File: src/rtl/keypad_pkg.sv
// Shared key codes, FSM state encoding and helpers for the keypad entry path.
package keypad_pkg;

    localparam logic [3:0] KEY_BKSP  = 4'hE;
    localparam logic [3:0] KEY_ENTER = 4'hF;
    localparam logic [3:0] KEY_CLEAR = 4'hD;

    typedef enum logic {
        ENTRY,
        OFFER
    } entry_state_t;

    function automatic logic [3:0] key_lookup(input logic [1:0] row, input logic [1:0] col);
        logic [3:0] code;
        case ({row, col})
            4'h0: code = 4'h1;
            4'h1: code = 4'h2;
            4'h2: code = 4'h3;
            4'h3: code = 4'hA;
            4'h4: code = 4'h4;
            4'h5: code = 4'h5;
            4'h6: code = 4'h6;
            4'h7: code = 4'hB;
            4'h8: code = 4'h7;
            4'h9: code = 4'h8;
            4'hA: code = 4'h9;
            4'hB: code = 4'hC;
            4'hC: code = KEY_BKSP;
            4'hD: code = 4'h0;
            4'hE: code = KEY_ENTER;
            default: code = KEY_CLEAR;
        endcase
        return code;
    endfunction

    function automatic logic [15:0] bcd_to_bin(input logic [15:0] bcd);
        return 16'(bcd[15:12]) * 16'd1000 + 16'(bcd[11:8]) * 16'd100
             + 16'(bcd[7:4]) * 16'd10 + 16'(bcd[3:0]);
    endfunction

endpackage

File: src/rtl/keypad_scan.sv
// 4x4 keypad column scanner with row synchronizer, full-scan debounce and
// single-key press event detection.
module keypad_scan #(
    parameter int unsigned SCAN_DIV       = 100000,
    parameter int unsigned DEBOUNCE_SCANS = 4
) (
    input  logic       clk_100mhz,
    input  logic       reset,
    output logic [3:0] col_drive,
    input  logic [3:0] row_sense,
    output logic       key_valid,
    output logic [3:0] key_code
);
    import keypad_pkg::*;

    localparam int unsigned DIV_W = $clog2(SCAN_DIV);
    localparam int unsigned RUN_W = $clog2(DEBOUNCE_SCANS + 1);
    localparam logic [DIV_W-1:0] DIV_LAST = DIV_W'(SCAN_DIV - 1);
    localparam logic [RUN_W-1:0] RUN_MAX  = RUN_W'(DEBOUNCE_SCANS);

    logic [DIV_W-1:0] div_cnt;
    logic [1:0]       col_idx;
    logic [3:0]       row_meta;
    logic [3:0]       row_sync;
    logic [15:0]      snap_work;
    logic [15:0]      prev_snap;
    logic [15:0]      deb_map;
    logic [RUN_W-1:0] run_len;

    logic             slot_end;
    logic             scan_done;
    logic [15:0]      snap_next;
    logic [RUN_W-1:0] run_next;
    logic [3:0]       hit_pos;

    assign col_drive = ~(4'b0001 << col_idx);
    assign slot_end  = (div_cnt == DIV_LAST);
    assign scan_done = slot_end && (col_idx == 2'd3);

    // snap_next already holds the current column's rows, so at the end of the
    // column-3 slot it is the completed snapshot.
    always_comb begin
        snap_next = snap_work;
        for (int unsigned r = 0; r < 4; r++) begin
            snap_next[{r[1:0], col_idx}] = ~row_sync[r];
        end

        if (snap_next != prev_snap) begin
            run_next = RUN_W'(1);
        end else if (run_len != RUN_MAX) begin
            run_next = run_len + 1'b1;
        end else begin
            run_next = run_len;
        end

        hit_pos = '0;
        for (int unsigned i = 0; i < 16; i++) begin
            if (snap_next[i]) begin
                hit_pos = 4'(i);
            end
        end
    end

    always_ff @(posedge clk_100mhz or posedge reset) begin
        if (reset) begin
            div_cnt   <= '0;
            col_idx   <= '0;
            row_meta  <= '1;
            row_sync  <= '1;
            snap_work <= '0;
            prev_snap <= '0;
            deb_map   <= '0;
            run_len   <= '0;
            key_valid <= 1'b0;
            key_code  <= '0;
        end else begin
            key_valid <= 1'b0;
            row_meta  <= row_sense;
            row_sync  <= row_meta;

            if (slot_end) begin
                div_cnt   <= '0;
                col_idx   <= col_idx + 2'd1;
                snap_work <= snap_next;
            end else begin
                div_cnt <= div_cnt + 1'b1;
            end

            if (scan_done) begin
                prev_snap <= snap_next;
                run_len   <= run_next;
                if (run_next == RUN_MAX) begin
                    deb_map <= snap_next;
                    if ((deb_map == '0) && $onehot(snap_next)) begin
                        key_valid <= 1'b1;
                        key_code  <= key_lookup(hit_pos[3:2], hit_pos[1:0]);
                    end
                end
            end
        end
    end

endmodule

File: src/rtl/keypad_entry.sv
// Keypad digit entry: BCD digit buffer with edit keys, and valid/ready offer
// of the entered value to the core.
module keypad_entry #(
    parameter int unsigned SCAN_DIV       = 100000,
    parameter int unsigned DEBOUNCE_SCANS = 4,
    parameter int unsigned MAX_DIGITS     = 4
) (
    input  logic        clk_100mhz,
    input  logic        reset,
    output logic [3:0]  col_drive,
    input  logic [3:0]  row_sense,
    output logic [15:0] entry_value,
    output logic        entry_valid,
    input  logic        entry_ready,
    output logic [15:0] echo_value,
    output logic [2:0]  digit_count,
    output logic        key_err
);
    import keypad_pkg::*;

    logic         key_valid;
    logic [3:0]   key_code;
    entry_state_t state;
    entry_state_t state_next;
    logic [15:0]  bcd;
    logic [15:0]  bcd_next;
    logic [2:0]   count_next;
    logic [15:0]  value_next;
    logic         err_next;

    keypad_scan #(
        .SCAN_DIV       (SCAN_DIV),
        .DEBOUNCE_SCANS (DEBOUNCE_SCANS)
    ) u_scan (
        .clk_100mhz (clk_100mhz),
        .reset      (reset),
        .col_drive  (col_drive),
        .row_sense  (row_sense),
        .key_valid  (key_valid),
        .key_code   (key_code)
    );

    assign echo_value  = bcd_to_bin(bcd);
    assign entry_valid = (state == OFFER);

    always_ff @(posedge clk_100mhz or posedge reset) begin
        if (reset) begin
            state       <= ENTRY;
            bcd         <= '0;
            digit_count <= '0;
            entry_value <= '0;
            key_err     <= 1'b0;
        end else begin
            state       <= state_next;
            bcd         <= bcd_next;
            digit_count <= count_next;
            entry_value <= value_next;
            key_err     <= err_next;
        end
    end

    always_comb begin
        state_next = state;
        bcd_next   = bcd;
        count_next = digit_count;
        value_next = entry_value;
        err_next   = 1'b0;

        case (state)
            ENTRY: begin
                if (key_valid) begin
                    if (key_code <= 4'd9) begin
                        if (digit_count < 3'(MAX_DIGITS)) begin
                            bcd_next   = {bcd[11:0], key_code};
                            count_next = digit_count + 3'd1;
                        end else begin
                            err_next = 1'b1;
                        end
                    end else if (key_code == KEY_BKSP) begin
                        if (digit_count != '0) begin
                            bcd_next   = {4'h0, bcd[15:4]};
                            count_next = digit_count - 3'd1;
                        end
                    end else if (key_code == KEY_CLEAR) begin
                        bcd_next   = '0;
                        count_next = '0;
                    end else if (key_code == KEY_ENTER) begin
                        if (digit_count != '0) begin
                            value_next = echo_value;
                            bcd_next   = '0;
                            count_next = '0;
                            state_next = OFFER;
                        end else begin
                            err_next = 1'b1;
                        end
                    end
                end
            end
            OFFER: begin
                if (key_valid) begin
                    err_next = 1'b1;
                end
                if (entry_ready) begin
                    state_next = ENTRY;
                end
            end
            default: state_next = ENTRY;
        endcase
    end

endmodule

File: config.mk
export PLATFORM = sky130hd
export DESIGN_NAME = keypad_entry
export DESIGN_NICKNAME = d
export VERILOG_FILES = /design/src/rtl/keypad_pkg.sv /design/src/rtl/keypad_scan.sv /design/src/rtl/keypad_entry.sv
export SDC_FILE = /design/constraint.sdc
export NUM_CORES = 1
export LEC_CHECK = 0
export CAP_MARGIN = 10
export CORE_AREA = 4 4 121 123
export CTS_CLUSTER_DIAMETER = 120
export CTS_CLUSTER_SIZE = 28
export DETAILED_ROUTE_END_ITERATION = 8
export DIE_AREA = 0 0 125 127
export PLACE_DENSITY = 0.8
export SLEW_MARGIN = 20
export SYNTH_ARGS = -nofsm -noshare
export SYNTH_HDL_FRONTEND = slang
export SYNTH_SLANG_ARGS = --single-unit
File: constraint.sdc
create_clock -name clk_100mhz -period 7.7 [get_ports clk_100mhz]
set_clock_uncertainty 0.15 [all_clocks]
set_input_delay 0.77 -clock clk_100mhz [delete_from_list [all_inputs] [get_ports clk_100mhz]]
set_output_delay 0.77 -clock clk_100mhz [all_outputs]
set_load 0.03 [all_outputs]
==> results.json, run 1 <==
{
  "critical_path.max_fanout": 8,
  "hold_class": "register to register",
  "final.fill_count": 1062,
  "syn_avg_cell_area_um2": 9.89,
  "critPathMaxStageDelay_ns": 0.70,
  "die_x_um": 125,
  "nNetsFinal": 983,
  "htreeDepth": 4,
  "ir_worst_vdd_mv": 0.166,
  "min_period_ns": 6.58,
  "worstPathRequired_ns": 6.78,
  "synthTopCellsByArea": "dfrtp_1, ha_1, fa_1, inv_1, o21ai_0",
  "r2r_setup_slack_ns": 1.54,
  "overflow": 0,
  "ys_ff_latch": 119,
  "fin_setup_tns_ns": 0,
  "min_period_over_period_pct": 85.5,
  "slew_headroom_pct": 36.2,
  "clkSinkCount": 119,
  "grt_pass1_vias": 5999,
  "setup.worst_path.start_class": "register",
  "synth_seq_area_share_pct": 36.7,
  "maxCapViolations": 0,
  "synth_most_common_cell": "dfrtp_1",
  "dp_slack_ns": 1.51,
  "cp-end-kind": "output pin",
  "clockBufferDepth": 2,
  "slew_viol_final": 0,
  "routedWlPerCell_um": 15.9,
  "drtIter0Drc": 315,
  "n_antenna_cell": 0,
  "rsz0062_at_grt": "no",
  "setup_viol": 0,
  "crit_path_top_delay_cell": "clkdlybuf4s50_1",
  "drtAntennaViolNets": 0,
  "status": "complete, no violations",
  "finalWirelength_mm": 16.8,
  "r2r-end": "u_scan.key_code[3]$_DFFE_PP0P_",
  "hold_depth": 0,
  "io_buffers": 45,
  "post_cts_buffers": 0,
  "grt_pass1_wl_mm": 28.9,
  "hold_viol": 0,
  "r2r-start": "u_scan.col_idx[0]$_DFFE_PP0N_",
  "worst_ep_arrival_time_ns": 5.66,
  "holdPathEnd": "u_scan.row_sync[2]$_DFF_PP1_",
  "drt_first_pass_iters": 7,
  "ctsResizeCount": 0,
  "netlist_area_um2": 8130,
  "initial_core_util_pct": 59.5,
  "io_pins": 48,
  "hold_buffers": 0,
  "cts_root_buf": "clkbuf_16",
  "clk_pin_slew_ns": 0.05,
  "ys.warnings.count": 0,
  "crit_top_cell": "ha_1",
  "hpwlAfterDp_mm": 12.5,
  "synth_top_cells_by_count": "dfrtp_1, inv_1, ha_1, nand2_1, o21ai_0",
  "synth_top_area_share_pct": 34.2,
  "ys.flop_type": "dfrtp_1",
  "power_density_nw_per_um2": 155,
  "worstHoldStart": "u_scan.row_meta[2]$_DFF_PP1_",
  "die_y_um": 127,
  "fmax_mhz": 152,
  "antenna_found_initial": 0,
  "cts_buffers": 17,
  "worst_pin_slew_ns": 0.955,
  "crit_chain": "fa_1, inv_1, fa_1, inv_1, ha_1, nor2b_1, o21ai_0, nand2b_1, xor2_1, ha_1, ha_1, ha_1, o21a_1, nor2b_1, a311oi_1, o21ai_0, xnor2_1, clkdlybuf4s50_1",
  "path_buf_inv": 3,
  "die-area_um2": 15900,
  "num_rows": 43,
  "setup_ws_ns": 1.12,
  "viasPerCell": 5.65,
  "tritoncts": "done",
  "grt_max_degree": 67,
  "clock_latency_ns": 0.42,
  "ys_async_sr_fraction_pct": 100,
  "synthCells": 822,
  "drive_above_1_share_pct": 11.0,
  "routabilityCongestion": 0.865,
  "yosysUniqueCellTypes": 70,
  "synth_edf_count": 0,
  "core_um2": 13700,
  "grt_util_all_layers_pct": 22.3,
  "r2r_cells": 19,
  "drc": 0,
  "p_leak_nw": 4.65,
  "vias": 5976,
  "path_class": "register to output pin",
  "critPathTopFamily": "adder cells",
  "area_growth_syn_to_layout_pct": 14.3,
  "yosysTopAreaCell": "dfrtp_1"
}
[metal layers]
metal / vias to the layer above / global-route usage, % / routed length (µm)
li1: 2895 / - / -
met1: 2919 / 28.4 / 7420
met2: 132 / 38.2 / 8420
met3: 30 / 4.35 / 622
met4: 0 / 7.78 / 332
met5: - / 0 / 0
[final cells by class]
class / count / area, µm² / share of cell area (%)
clock buffers: 25 / 505 / 5.44
clock inverters: 7 / 68.8 / 0.740
inverters: 86 / 325 / 3.50
multi-input cells: 592 / 4700 / 50.6
flip-flops and latches: 119 / 2990 / 32.1
well taps: 180 / 225 / 2.42
repair buffers: 49 / 480 / 5.17
[worst reg2reg max path, cell delays in order (launching register included)]
cell and delay, ns:
dfrtp_1 0.41, inv_1 0.14, ha_1 0.46, nand2b_1 0.24, o21a_1 0.22, inv_1 0.11
ha_1 0.28, inv_1 0.06, fa_1 0.46, fa_1 0.50, fa_1 0.54, inv_1 0.05
fa_1 0.47, ha_1 0.24, fa_1 0.44, nor4_1 0.28, nand3_1 0.12, and4b_1 0.31
and3_1 0.23, mux2_2 0.35
[placed cells by master (no fill, tap or decap), drive strengths merged, types with 3 or more instances in the layout]
cell type	n
dfrtp	111
inv	86
ha	83
nand2	79
o21ai	65
clkdlybuf4s50	45
nor2	44
mux2	37
a21oi	34
xnor2	30
fa	28
clkbuf	25
nand2b	22
nand3	18
nor2b	12
a21o	10
and3	9
nand4	9
nor4	9
xor2	8
o211ai	8
a22oi	8
dfstp	8
and2	7
nor3	7
o21a	6
a31oi	5
mux2i	5
nor4b	4
or3	4
a211oi	4
buf	4
clkinv	4
and4b	3
o211a	3
a311oi	3
[metrics by stage]
stage | cells | util (%) | instance area (µm²) | power [mW] | hold slack (ns)
finish | 1058 | 68.0 | 9300 | 1.44 | 0.204
global route | 1058 | 68.0 | 9300 | 1.49 | 0.209
CTS | 1058 | 68.0 | 9300 | 1.46 | 0.205
detailed placement | 1026 | 63.8 | 8720 | 0.690 | 0.197
global placement | 1026 | 63.8 | 8720 | 0.689 | 0.195
floorplan | 823 | - | 8140 | 0.676 | 0.195
[power by group]
| group | total (mW) | switching [mW] | leakage (nW) | internal (mW) |
|---|---|---|---|---|
| combinational | 0.0460 | 0.0310 | 2.75 | 0.0151 |
| clock | 0.761 | 0.276 | 0.279 | 0.485 |
| sequential | 0.633 | 0.00288 | 1.62 | 0.630 |
[state kept, by name, summed over array words and instances (netlist names)]
register	count
u_scan.row_sync	4
entry_value	15
u_scan.prev_snap	16
u_scan.snap_work	16
u_scan.col_idx	2
u_scan.key_valid	1
key_err	1
digit_count	3
u_scan.run_len	3
u_scan.key_code	4
u_scan.row_meta	4
u_scan.div_cnt	17
u_scan.deb_map	16
bcd	16
entry_valid	1
[logic make-up after synthesis]
logic type	after synthesis	synth area share [%]
AND/OR/NAND/NOR	240	15.7
AO/OA/AOI/OAI	159	12.0
flip-flops	119	36.7
buffers and inverters	112	5.54
adder cells (fa/ha/maj)	111	19.7
multiplexers	42	6.29
XOR/XNOR	38	4.09
other	1	0.0461
[worst max-delay path by stage]
stage / slack, ns / cells past startpoint / end / start
2_1_floorplan: 1.94 / 19 / u_scan.key_code[2]$_DFFE_PP0P_ / u_scan.col_idx[0]$_DFFE_PP0N_
3_3_place_gp: 1.61 / 18 / echo_value[13] / bcd[14]$_DFFE_PP0P_
3_5_place_dp: 1.51 / 18 / echo_value[13] / bcd[14]$_DFFE_PP0P_
4_1_cts: 1.06 / 18 / echo_value[13] / bcd[14]$_DFFE_PP0P_
5_1_grt: 0.82 / 18 / echo_value[13] / bcd[14]$_DFFE_PP0P_
6_report: 1.12 / 18 / echo_value[13] / bcd[14]$_DFFE_PP0P_
Power figures use the tool's default switching activity.
==> inputs of run 2 (changes only) <==
--- a/config.mk
+++ b/config.mk
@@ -7,6 +7,7 @@
 export LEC_CHECK = 0
 export CAP_MARGIN = 10
 export CORE_AREA = 4 4 121 123
+export CTS_BUF_LIST = sky130_fd_sc_hd__clkbuf_8 sky130_fd_sc_hd__clkbuf_16
 export CTS_CLUSTER_DIAMETER = 120
 export CTS_CLUSTER_SIZE = 28
 export DETAILED_ROUTE_END_ITERATION = 8
==> run 2 against run 1 <==
Setup slack worse by 0.00065 ns; sequential share of layout area unchanged; hold slack about the same; die area unchanged; utilization unchanged; final cell count unchanged; cell area unchanged; sequential power about the same; fmax about the same; global-route usage unchanged; critical path depth unchanged; combinational power about the same; largest cell class unchanged; highest routed layer unchanged.
==> results.json, run 2 (same netlist as run 1, synthesis figures left out) <==
{
  "critical_path.max_fanout": 8,
  "grt_util_all_layers_pct": 22.3,
  "finalInstanceArea_um2": 9300,
  "drtIter0Drc": 297,
  "routabilityCongestion": 0.865,
  "nNetsFinal": 983,
  "die_x_um": 125,
  "grt_busiest_layer": "met2",
  "hold_buffers": 0,
  "n_antenna_cell": 0,
  "rsz0062_at_grt": "no",
  "drtAntennaViolNets": 0,
  "die-area_um2": 15900,
  "placed_area_um2": 8720,
  "p_leak_nw": 4.66,
  "clk_pin_slew_ns": 0.05,
  "ir_worst_vdd_mv": 0.166,
  "globalRouteMet3Util_pct": 4.35,
  "ctsResizeCount": 0,
  "fmax_mhz": 152,
  "status": "complete, no violations",
  "slew_viol_final": 0,
  "initial_core_util_pct": 59.5,
  "fin_setup_tns_ns": 0,
  "worstPathRequired_ns": 6.78,
  "cts_root_buf": "clkbuf_16",
  "grt_max_degree": 67,
  "slew_headroom_pct": 36.3,
  "die_y_um": 127,
  "cp-end-kind": "output pin",
  "power_density_nw_per_um2": 155,
  "drc": 0,
  "final_common_cell": "dfrtp_1",
  "top_register": "u_scan.div_cnt",
  "mostFrequentLayoutCells": "dfrtp_1, inv_1, ha_1",
  "path_class": "register to output pin",
  "p_sw_share_pct": 21.6,
  "grtUsageMet2_pct": 38.2,
  "htreeDepth": 4,
  "holdPathEnd": "u_scan.row_sync[2]$_DFF_PP1_",
  "core_um2": 13700,
  "cts_buffers": 17,
  "internal_power_mw": 1.13,
  "clkSinkCount": 119,
  "overflow": 0,
  "r2r-end": "u_scan.key_code[3]$_DFFE_PP0P_",
  "area_growth_syn_to_layout_pct": 14.3,
  "routedWlPerCell_um": 15.9,
  "worstHoldStart": "u_scan.row_meta[2]$_DFF_PP1_",
  "antenna_found_initial": 0,
  "pwr-share-clk_pct": 52.7,
  "io_pins": 48,
  "combinationalPowerShare_pct": 3.2,
  "p_seq_share_pct": 44.1,
  "hold_viol": 0,
  "drt_first_pass_iters": 7,
  "r2r-start": "u_scan.col_idx[0]$_DFFE_PP0N_",
  "power_switching_mw": 0.310,
  "min_period_over_period_pct": 85.5,
  "tritoncts": "done",
  "hold_depth": 0,
  "worst_ep_arrival_time_ns": 5.66,
  "num_rows": 43,
  "crit_start": "bcd[14]$_DFFE_PP0P_",
  "drive_above_1_share_pct": 11.0,
  "hpwlAfterDp_mm": 12.5,
  "r2r_setup_slack_ns": 1.53,
  "hold_class": "register to register",
  "clock_latency_ns": 0.42,
  "finalWirelength_mm": 16.8,
  "worst_pin_slew_ns": 0.953,
  "maxCapViolations": 0,
  "setup.worst_path.start_class": "register",
  "setup_viol": 0,
  "largest_reg_flops": 17,
  "post_cts_buffers": 0,
  "min_period_ns": 6.58,
  "grt_pass1_wl_mm": 28.9,
  "viasPerCell": 5.65,
  "grt_pass1_vias": 5999,
  "clockBufferDepth": 2,
  "r2r_cells": 19,
  "grt_use_met1_pct": 28.4,
  "vias": 5974,
  "io_buffers": 45
}
[run 2: changes by cell type in the layout (fill, tap and decap cells not counted)]
cell / previous run / this run
inv_1: 83 / 86
clkbuf_1: 3 / 0
[run 2: power by group through the flow]
stage | logic [mW] | clock network [mW] | registers [mW]
final | 0.0460 | 0.758 | 0.633
after detailed placement | 0.0465 | 0 | 0.643
after floorplan | 0.0353 | 0 | 0.641
after global routing | 0.0532 | 0.804 | 0.633
after global placement | 0.0460 | 0 | 0.643
after CTS | 0.0470 | 0.772 | 0.633
[run 2: per-stage QoR]
stage                     setup WS, ns  power [mW]  cells  util, %  hold WS [ns]
after floorplan                   1.94       0.676    823        -         0.195
after global placement            1.61       0.689   1026     63.8         0.195
after detailed placement          1.51       0.690   1026     63.8         0.197
after CTS                         1.06        1.45   1058     68.0         0.205
after global routing             0.821        1.49   1058     68.0         0.209
final                             1.12        1.44   1058     68.0         0.204
[run 2: routing by layer]
layer / part of all wire [%] / vias to the layer above
met1: 44 / 2915
met5: 0 / -
met2: 50 / 136
met4: 2.0 / 0
met3: 3.6 / 30
li1: - / 2893
[run 2: how the worst max path moves through the flow]
| stage | end | slack [ns] |
|---|---|---|
| finish | echo_value[13] | 1.12 |
| global route | echo_value[13] | 0.82 |
| CTS | echo_value[13] | 1.06 |
| detailed placement | echo_value[13] | 1.51 |
| global placement | echo_value[13] | 1.61 |
| floorplan | u_scan.key_code[2]$_DFFE_PP0P_ | 1.94 |
[run 2: worst max-delay path, stage by stage, from the launching register on]
cell and delay [ns]:
dfrtp_1 0.48, fa_1 0.66, inv_1 0.09, fa_1 0.50
inv_1 0.04, ha_1 0.33, nor2b_1 0.15, o21ai_0 0.15
nand2b_1 0.11, xor2_1 0.16, ha_1 0.30, ha_1 0.29
ha_1 0.32, o21a_1 0.12, nor2b_1 0.12, a311oi_1 0.36
o21ai_0 0.18, xnor2_1 0.19, clkdlybuf4s50_1 0.70
[run 2: final cells by class]
type | instances | area (µm²)
tap | 180 | 225
fill | 1062 | 4370
sequential | 119 | 2990
multi-input combinational | 592 | 4700
timing repair buffer | 49 | 480
clock inverter | 10 | 80.1
clock buffer | 22 | 494
inverter | 86 | 325
==> inputs of run 3 (changes only) <==
--- a/config.mk
+++ b/config.mk
@@ -6,12 +6,12 @@
 export NUM_CORES = 1
 export LEC_CHECK = 0
 export CAP_MARGIN = 10
-export CORE_AREA = 4 4 121 123
+export CORE_AREA = 2 2 119 121
 export CTS_BUF_LIST = sky130_fd_sc_hd__clkbuf_8 sky130_fd_sc_hd__clkbuf_16
 export CTS_CLUSTER_DIAMETER = 120
 export CTS_CLUSTER_SIZE = 28
 export DETAILED_ROUTE_END_ITERATION = 8
-export DIE_AREA = 0 0 125 127
+export DIE_AREA = 0 0 121 123
 export PLACE_DENSITY = 0.8
 export SLEW_MARGIN = 20
 export SYNTH_ARGS = -nofsm -noshare
==> run 3 against run 2 <==
Clock power fell by 2%; final cell count did not move; fmax down 0.56%; combinational power grew 2%; routed wire length rose by 1.6%; power shrank 1.1%; utilization rose by 0.19 points; sequential share of layout area about the same; critical endpoint unchanged.
==> results.json, run 3 (same netlist as run 1, synthesis figures left out) <==
{
  "drtAntennaViolNets": 0,
  "clk_pin_slew_ns": 0.05,
  "cts_buffers": 17,
  "crit_top_cell": "ha_1",
  "slew_viol_final": 0,
  "r2r-end": "u_scan.key_code[2]$_DFFE_PP0P_",
  "routedWlPerCell_um": 16.1,
  "hold_depth": 0,
  "path_buf_inv": 3,
  "initial_core_util_pct": 59.7,
  "path_class": "register to output pin",
  "maxCapViolations": 0,
  "nNetsFinal": 983,
  "tritoncts": "done",
  "finalInstanceArea_um2": 9290,
  "num_rows": 43,
  "min_period_ns": 6.62,
  "n_antenna_cell": 0,
  "critical_path.max_fanout": 8,
  "clockBufferDepth": 2,
  "critPathMaxStageDelay_ns": 0.69,
  "utilization_pct": 68.2,
  "grt_max_degree": 67,
  "worstPathRequired_ns": 6.78,
  "io_pins": 48,
  "crit_path_top_delay_cell": "fa_1",
  "status": "complete, no violations",
  "worst_ep_arrival_time_ns": 5.70,
  "hold_viol": 0,
  "htreeDepth": 4,
  "post_cts_buffers": 0,
  "hold_buffers": 0,
  "core_um2": 13600,
  "setup_viol": 0,
  "clkSinkCount": 119,
  "drtIter0Drc": 362,
  "die_y_um": 123,
  "setup.worst_path.start_class": "register",
  "drc": 0,
  "r2r_cells": 19,
  "hpwlAfterDp_mm": 12.8,
  "r2r_setup_slack_ns": 1.53,
  "hold_class": "register to register",
  "ctsResizeCount": 0,
  "power_mw": 1.42,
  "drt_first_pass_iters": 5,
  "dp.cells": 1026,
  "r2r-start": "u_scan.col_idx[0]$_DFFE_PP0N_",
  "final_common_cell": "dfrtp_1",
  "io_buffers": 45,
  "drive_above_1_share_pct": 10.6,
  "grt_util_all_layers_pct": 24.6,
  "fin_cells": 1058,
  "dp_slack_ns": 1.46,
  "antenna_found_initial": 0,
  "placed_area_um2": 8720,
  "rsz0062_at_grt": "no",
  "clock_latency_ns": 0.42,
  "die-area_um2": 14900,
  "power_density_nw_per_um2": 153,
  "ir_worst_vdd_mv": 0.172,
  "grt_pass1_vias": 5935,
  "fin_hold_ws_ns": 0.204,
  "die_x_um": 121,
  "slew_headroom_pct": 38.6,
  "vias": 5891,
  "holdPathEnd": "u_scan.row_sync[2]$_DFF_PP1_",
  "area_growth_syn_to_layout_pct": 14.2,
  "finalWirelength_mm": 17.1,
  "fin_setup_tns_ns": 0,
  "mostFrequentLayoutCells": "dfrtp_1, inv_1, ha_1",
  "cts_root_buf": "clkbuf_16",
  "min_period_over_period_pct": 85.9,
  "critPathTopFamily": "adder cells",
  "worst_pin_slew_ns": 0.919,
  "overflow": 0,
  "cp-end-kind": "output pin",
  "routabilityCongestion": 0.871,
  "worstHoldStart": "u_scan.row_meta[2]$_DFF_PP1_",
  "crit_chain": "fa_1, inv_1, fa_1, inv_1, ha_1, nor2b_1, o21ai_0, nand2b_1, xor2_1, ha_1, ha_1, ha_1, o21a_1, nor2b_1, a311oi_1, o21ai_0, xnor2_1, clkdlybuf4s50_1",
  "fmax_mhz": 151,
  "largest_reg_flops": 17,
  "p_leak_nw": 4.67,
  "top_register": "u_scan.div_cnt",
  "grt_pass1_wl_mm": 28.6,
  "setup_ws_ns": 1.08,
  "viasPerCell": 5.57
}
==> run 3: changes by cell type in the layout (fill, tap and decap cells not counted) <==
cell        change
clkinv_2        -2
clkinv_4        -1
clkinvlp_4      -1
inv_1           +4
==> run 3: worst reg2reg max path, cell delays in order (launching register included) <==
cell and delay [ns]:
dfrtp_1 0.41, inv_1 0.13, ha_1 0.43, nand2b_1 0.23
o21a_1 0.23, inv_1 0.10, ha_1 0.28, inv_1 0.05
fa_1 0.44, fa_1 0.50, fa_1 0.55, inv_1 0.07
fa_1 0.51, ha_1 0.24, fa_1 0.44, nor4_1 0.28
nand3_1 0.11, and4b_1 0.31, and3_1 0.22, mux2_2 0.35
==> run 3: how the worst max path moves through the flow <==
stage,slack (ns),start,cells after the start,endpoint
detailed placement,1.46,bcd[14]$_DFFE_PP0P_,18,echo_value[13]
floorplan,1.94,u_scan.col_idx[0]$_DFFE_PP0N_,19,u_scan.key_code[2]$_DFFE_PP0P_
CTS,1.01,bcd[14]$_DFFE_PP0P_,18,echo_value[13]
global placement,1.63,bcd[14]$_DFFE_PP0P_,18,echo_value[13]
finish,1.08,bcd[14]$_DFFE_PP0P_,18,echo_value[13]
global route,0.77,bcd[13]$_DFFE_PP0P_,18,echo_value[13]
==> run 3: report_power, final <==
part | internal, mW | switching, mW
logic | 0.0152 | 0.0315
clock network | 0.476 | 0.265
registers | 0.630 | 0.00272
==> run 3: layout make-up <==
type	count	area, µm²
multi-input cells	592	4700
fillers	1010	4330
flip-flops and latches	119	2990
clock buffers	22	494
repair buffers	49	480
inverters	86	325
well taps	180	225
clock inverters	10	68.8
==> run 3: per-layer routing <==
layer,wire length [µm],share of wire (%),global-route usage [%],up-vias
li1,-,-,-,2891
met1,7580,44,30.4,2871
met2,8620,51,42.6,101
met3,463,2.7,4.84,28
met4,401,2.4,9.59,0
met5,0,0,0,-
